File: config.mk
export PLATFORM = sky130hd
export DESIGN_NAME = bicubic_fetch_ctrl
export DESIGN_NICKNAME = d
export VERILOG_FILES = /design/src/rtl/bicubic_pkg.sv /design/src/rtl/bicubic_fetch_ctrl_addr_gen.sv /design/src/rtl/bicubic_fetch_ctrl.sv
export SDC_FILE = /design/constraint.sdc
export NUM_CORES = 2
export LEC_CHECK = 0
export ABC_CLOCK_PERIOD_IN_PS = 20800
export CAP_MARGIN = 20
export CELL_PAD_IN_SITES_DETAIL_PLACEMENT = 2
export CELL_PAD_IN_SITES_GLOBAL_PLACEMENT = 2
export CORE_MARGIN = 4
export CORE_UTILIZATION = 40
export DETAILED_ROUTE_END_ITERATION = 10
export HOLD_SLACK_MARGIN = 0.08
export PLACE_DENSITY = 0.87
export SYNTH_ARGS = -nofsm -noshare
export SYNTH_HDL_FRONTEND = slang
export SYNTH_HIERARCHICAL = 1
export SYNTH_SLANG_ARGS = --single-unit
File: constraint.sdc
create_clock -name clock -period 20.8 [get_ports clock]
set_input_delay 4.16 -clock clock [delete_from_list [all_inputs] [get_ports clock]]
set_output_delay 4.16 -clock clock [all_outputs]
set_load 0.05 [all_outputs]
File: src/rtl/bicubic_pkg.sv
// Shared sizing constants and types for the bicubic neighbourhood fetch controller.
package bicubic_pkg;

  localparam int DIM_W     = 10;
  localparam int ADDR_W    = 17;
  localparam int FRAC_W    = 8;
  localparam int NUM_BANKS = 4;

  typedef enum logic [1:0] {
    IDLE,
    CALC,
    ISSUE,
    DONE
  } state_t;

  typedef logic [1:0] tap_row_t;
  typedef logic [1:0] tap_bank_t;

endpackage

File: src/rtl/bicubic_fetch_ctrl_addr_gen.sv
// Maps one row of the 4x4 bicubic neighbourhood onto the four column-interleaved banks.
module bicubic_tap_addr_gen
  import bicubic_pkg::*;
(
  input  logic [DIM_W-1:0]            sx,
  input  logic [DIM_W-1:0]            sy,
  input  logic [1:0]                  tap_row,
  input  logic [DIM_W-1:0]            rows,
  input  logic [DIM_W-1:0]            cols,
  input  logic [DIM_W-1:0]            wpr,
  output logic [NUM_BANKS-1:0]        rd_en,
  output logic [NUM_BANKS*ADDR_W-1:0] rd_addr,
  output logic [2*NUM_BANKS-1:0]      tap_bank
);

  logic [DIM_W-1:0]  rows_m1;
  logic [DIM_W-1:0]  cols_m1;
  logic [DIM_W:0]    y_raw;
  logic [DIM_W:0]    c_raw;
  logic [DIM_W-1:0]  yr;
  logic [DIM_W-1:0]  ct;
  logic [ADDR_W-1:0] row_base;
  tap_bank_t         bank;

  assign rows_m1 = rows - DIM_W'(1);
  assign cols_m1 = cols - DIM_W'(1);

  // Edge taps clamp to the border, so several taps may share one bank; they then share its address too.
  always_comb begin
    rd_en    = '0;
    rd_addr  = '0;
    tap_bank = '0;
    c_raw    = '0;
    ct       = '0;
    bank     = '0;

    if (tap_row == 2'd0 && sy == '0) y_raw = '0;
    else y_raw = {1'b0, sy} + (DIM_W+1)'(tap_row) - (DIM_W+1)'(1);
    yr = (y_raw > {1'b0, rows_m1}) ? rows_m1 : y_raw[DIM_W-1:0];
    row_base = ADDR_W'(yr) * ADDR_W'(wpr);

    for (int t = 0; t < NUM_BANKS; t++) begin
      if (t == 0 && sx == '0) c_raw = '0;
      else c_raw = {1'b0, sx} + (DIM_W+1)'(t) - (DIM_W+1)'(1);
      ct   = (c_raw > {1'b0, cols_m1}) ? cols_m1 : c_raw[DIM_W-1:0];
      bank = ct[1:0];
      tap_bank[2*t +: 2] = bank;
      rd_en[bank] = 1'b1;
      rd_addr[int'(bank)*ADDR_W +: ADDR_W] = row_base + ADDR_W'(ct[DIM_W-1:2]);
    end
  end

endmodule

File: src/rtl/bicubic_fetch_ctrl.sv
// Walks every output pixel of a scaled frame and issues the four row reads of its
// 4x4 source neighbourhood, one row per handshake.
module bicubic_fetch_ctrl
  import bicubic_pkg::*;
(
  input  logic                        clock,
  input  logic                        reset,
  input  logic                        start,
  input  logic [DIM_W-1:0]            rows,
  input  logic [DIM_W-1:0]            cols,
  input  logic [DIM_W-1:0]            out_rows,
  input  logic [DIM_W-1:0]            out_cols,
  input  logic [15:0]                 x_ratio,
  input  logic [15:0]                 y_ratio,
  output logic                        rd_valid,
  input  logic                        rd_ready,
  output logic [NUM_BANKS-1:0]        rd_en,
  output logic [NUM_BANKS*ADDR_W-1:0] rd_addr,
  output logic [2*NUM_BANKS-1:0]      tap_bank,
  output logic [1:0]                  tap_row,
  output logic [FRAC_W-1:0]           frac_x,
  output logic [FRAC_W-1:0]           frac_y,
  output logic                        last_pixel,
  output logic                        busy,
  output logic                        done
);

  state_t            state;
  tap_row_t          tap_row_q;
  logic [DIM_W-1:0]  rows_q, cols_q, out_rows_q, out_cols_q;
  logic [15:0]       x_ratio_q, y_ratio_q;
  logic [DIM_W-1:0]  i_q, j_q, sx_q, sy_q;
  logic              last_q;

  logic [25:0]                 px, py;
  logic [DIM_W-1:0]            sx_clamp, sy_clamp, wpr;
  logic [DIM_W:0]              wpr_sum;
  logic                        last_col, last_row;
  logic [NUM_BANKS-1:0]        gen_en;
  logic [NUM_BANKS*ADDR_W-1:0] gen_addr;
  logic [2*NUM_BANKS-1:0]      gen_bank;

  assign px = 26'(j_q) * 26'(x_ratio_q);
  assign py = 26'(i_q) * 26'(y_ratio_q);
  assign sx_clamp = (px[25:8] > 18'(cols_q - DIM_W'(1))) ? cols_q - DIM_W'(1) : px[DIM_W+7:8];
  assign sy_clamp = (py[25:8] > 18'(rows_q - DIM_W'(1))) ? rows_q - DIM_W'(1) : py[DIM_W+7:8];
  assign wpr_sum  = {1'b0, cols_q} + (DIM_W+1)'(3);
  assign wpr      = {1'b0, wpr_sum[DIM_W:2]};
  assign last_col = (j_q == out_cols_q - DIM_W'(1));
  assign last_row = (i_q == out_rows_q - DIM_W'(1));

  bicubic_tap_addr_gen u_addr_gen (
    .sx       (sx_q),
    .sy       (sy_q),
    .tap_row  (tap_row_q),
    .rows     (rows_q),
    .cols     (cols_q),
    .wpr      (wpr),
    .rd_en    (gen_en),
    .rd_addr  (gen_addr),
    .tap_bank (gen_bank)
  );

  // Bank-facing outputs are only meaningful while a request is offered; force them quiet otherwise.
  assign rd_en      = rd_valid ? gen_en   : '0;
  assign rd_addr    = rd_valid ? gen_addr : '0;
  assign tap_bank   = rd_valid ? gen_bank : '0;
  assign tap_row    = tap_row_q;
  assign last_pixel = rd_valid & last_q;

  always_ff @(posedge clock) begin
    if (reset) begin
      state      <= IDLE;
      tap_row_q  <= '0;
      i_q        <= '0;
      j_q        <= '0;
      sx_q       <= '0;
      sy_q       <= '0;
      rows_q     <= '0;
      cols_q     <= '0;
      out_rows_q <= '0;
      out_cols_q <= '0;
      x_ratio_q  <= '0;
      y_ratio_q  <= '0;
      last_q     <= 1'b0;
      rd_valid   <= 1'b0;
      frac_x     <= '0;
      frac_y     <= '0;
      busy       <= 1'b0;
      done       <= 1'b0;
    end else begin
      case (state)
        IDLE: begin
          if (start) begin
            rows_q     <= rows;
            cols_q     <= cols;
            out_rows_q <= out_rows;
            out_cols_q <= out_cols;
            x_ratio_q  <= x_ratio;
            y_ratio_q  <= y_ratio;
            i_q        <= '0;
            j_q        <= '0;
            busy       <= 1'b1;
            if (rows == '0 || cols == '0 || out_rows == '0 || out_cols == '0) begin
              state <= DONE;
              done  <= 1'b1;
            end else begin
              state <= CALC;
            end
          end
        end
        CALC: begin
          sx_q      <= sx_clamp;
          sy_q      <= sy_clamp;
          frac_x    <= px[FRAC_W-1:0];
          frac_y    <= py[FRAC_W-1:0];
          last_q    <= last_row && last_col;
          tap_row_q <= '0;
          rd_valid  <= 1'b1;
          state     <= ISSUE;
        end
        ISSUE: begin
          if (rd_ready) begin
            if (tap_row_q == 2'd3) begin
              rd_valid  <= 1'b0;
              tap_row_q <= '0;
              if (last_q) begin
                i_q   <= '0;
                j_q   <= '0;
                done  <= 1'b1;
                state <= DONE;
              end else begin
                if (last_col) begin
                  j_q <= '0;
                  i_q <= i_q + DIM_W'(1);
                end else begin
                  j_q <= j_q + DIM_W'(1);
                end
                state <= CALC;
              end
            end else begin
              tap_row_q <= tap_row_q + 2'd1;
            end
          end
        end
        DONE: begin
          done   <= 1'b0;
          busy   <= 1'b0;
          frac_x <= '0;
          frac_y <= '0;
          last_q <= 1'b0;
          state  <= IDLE;
        end
        default: state <= IDLE;
      endcase
    end
  end

endmodule

==> flow_summary.toml <==
[setup_path]
crit_required_ns = 16.64
arrival_ns = 13.46
critPathCaptureType = "output pin"
critPathSlowestCell = "clkdlybuf4s50_1"
critPathMostFrequentCell = "inv_1"
start_kind = "register"
reg2reg_slack_ns = 11.42
slowest_delay_ns = 0.82
crit_path_max_fanout = 19
ff2ff_path_depth = 28
critPathKind = "register to output pin"

[layout]
n_antenna_cell = 0
seq_area_sq_um = 2720
multiInputGateArea_sq_um = 23700
n_fill_cell = 7976
drive_gt1_share_pct = 3.49
area_growth_pct = 11.8
instances_no_fill = 4695
finalNetCount = 4439
fin_area_sq_um = 31900

[clocking]
cts_buffers = 17
clock-sinks = 136
post_cts_resized = 0
clkSlewWorstSetupHoldPaths_ns = 0.06
tritoncts = "yes"
clk_path_buf_depth = 2
cts_hold_buf = 0
cts_setup_buffers = 0
htree_levels = 4
clock_latency_ns = 0.50
root_buffer = "clkbuf_16"

[die]
std_cell_rows = 97
io_pins = 178
die_area_sq_um = 75700
die_width_um = 275
start_util_pct = 40.5
core_sq_um = 70400
die_h_um = 275

[logic_synthesis]
yosysTopAreaCell = "fa_1"
netlist_area_sq_um = 28500
yosys-top-cells-area = "fa_1 20%, ha_1 15%, dfxtp_1 9.5%"
synth_seq_area_share_pct = 9.54
synthFlopType = "dfxtp_1"
synth_edf_count = 0
yosysUniqueCellTypes = 91
syn_inst = 3682
async_flop_share_pct = 0
yosysWarnings = 6
synth.most_common_cell = "nand2_1"
avgSynthCellArea_sq_um = 7.75
synth_top_area_share_pct = 20.0
synth-seq-cells = 136
synthTopCellsByCount = "476 x nand2_1, 395 x inv_1, 336 x ha_1"

[pwr]
power_density_nw_per_um2 = 91.4
p_leak_uw = 0.0150
ir_worst_vdd_uv = 91.4

[placement]
hpwl_um = 100000
place_area_sq_um = 31200
place.gp.congestion = 0.900
numPlacedInstances = 4661
place_ws_ns = 3.78
numPortBuffers = 177

[route]
dr.pass1.iters = 5
post_drt_wl_per_cell_um = 28.0
routed_via_density = 6.14
drcViolationCount = 0
routed_wl_um = 131000
vias = 28800
antenna_left = 0
drtIter0Drc = 1796

[hold_path]
hold_path_depth = 2
min_path_type = "register to register"

[sta]
rsz0062_at_grt = "false"
fin_crit_sh_pct = 84.7
fmax_ghz = 0.0567
tightestPinTransition_ns = 1.12
fin_skew_ns = 0.0154
relSlewSlack_pct = 25.0
setup_ws_ns = 3.18
finalCriticalPeriod_ns = 17.62
tns_ns = 0
finalHoldViolCount = 0
drv_slew = 0
final-setup-viol-count = 0

[global_route]
grt_start_max_net_pins = 82
grt_overflow = 0
grt_first_pass_wirelength_um = 200000
antenna_found_initial = 1
grt_use_total_pct = 34.1
grt_pass1_vias = 33300

[outcome]
outcome = "finished clean"

[run]
maxCapViolations = 0
==> power breakdown <==
part	internal, uW	switching (uW)
Clock	229	144
Sequential	275	46.4
Combinational	725	1490
==> final timing paths <==
path / start / to
setup / recovery: tap_row[1] / rd_addr[33]
hold / removal: out_rows_q[1] / out_rows_q[1]
setup reg to reg: j_q[1] / sx_q[3]
hold reg to reg: out_rows_q[1] / out_rows_q[1]
==> per-stage QoR <==
| stage | hold WS (ns) | total power, uW | util [%] |
|---|---|---|---|
| 3_3_place_gp | 0.456 | 2330 | 44.3 |
| 5_1_grt | 0.525 | 3080 | 45.3 |
| 4_1_cts | 0.501 | 2860 | 45.2 |
| 2_1_floorplan | 0.435 | 1760 | - |
| 3_5_place_dp | 0.471 | 2470 | 44.3 |
| 6_report | 0.496 | 2910 | 45.3 |
==> routing by layer <==
| metal | routed length [um] | share of wire, % | GRT usage [%] | vias up |
|---|---|---|---|---|
| met1 | 51200 | 39 | 38.9 | 14700 |
| met3 | 6550 | 5.0 | 4.67 | 460 |
| li1 | - | - | - | 12500 |
| met5 | 13 | 0.0099 | 0 | - |
| met4 | 7820 | 6.0 | 18.1 | 2 |
| met2 | 65700 | 50 | 61.8 | 1185 |
==> cell families after synthesis <==
family / Yosys count / synth area share, %
buf+inv: 588 / 7.77
fa+ha+maj: 621 / 34.7
simple gates: 1370 / 23.9
mux: 27 / 0.974
compound gates: 746 / 17.1
xor+xnor: 193 / 5.97
other cells: 1 / 0.0131
flops: 136 / 9.54
==> sequential cells by signal, summed over array words and instances (netlist names), 2 cells and up <==
name,cells
y_ratio_q,16
sx_q,10
sy_q,10
j_q,10
rows_q,10
frac_y,8
frac_x,8
cols_q,10
out_rows_q,10
tap_row,2
state,2
i_q,10
out_cols_q,10
x_ratio_q,16
==> cell type report <==
cell class	count	share of cell area (%)
multi-input cells	2965	74.2
flip-flops and latches	136	8.54
repair buffers	227	6.79
inverters	395	4.65
well taps	940	3.69
clock buffers	18	1.38
clock inverters	14	0.761
==> worst max-delay path: cells and delay by family, from the launching register on <==
| family | cells | cell delay (ns) |
|---|---|---|
| adders and majority gates | 10 | 4.06 |
| and+or+nand+nor | 10 | 3.10 |
| AOI/OAI and AO/OA | 11 | 2.96 |
| buffers and inverters | 8 | 1.28 |
| xor gates and xnor gates | 1 | 0.69 |
| DFF | 1 | 0.43 |
| muxes | 1 | 0.42 |
==> cell usage in the layout (no fill, tap or decap), types with 21 or more instances in the layout <==
master,Yosys,routed
and2_1,322,321
a211oi_1,22,22
fa_1,285,285
or3_1,26,26
o221ai_1,24,24
nor3_1,54,51
mux2i_1,21,21
nand2_1,476,475
o22ai_1,69,69
nor2b_1,22,22
nor4_1,23,23
a22oi_1,50,50
nand2b_1,35,35
nor2_1,225,224
xor2_1,69,69
clkdlybuf4s50_1,0,176
nand3_1,49,49
o21bai_1,21,21
xnor2_1,123,123
o21ai_0,79,79
a21oi_1,221,221
a21o_1,50,50
ha_1,336,336
buf_4,0,50
dfxtp_1,136,135
a31oi_1,55,55
and3_1,27,27
o21a_1,26,26
inv_1,395,395
nand4_1,37,37
(Power assumes the default switching activity.)
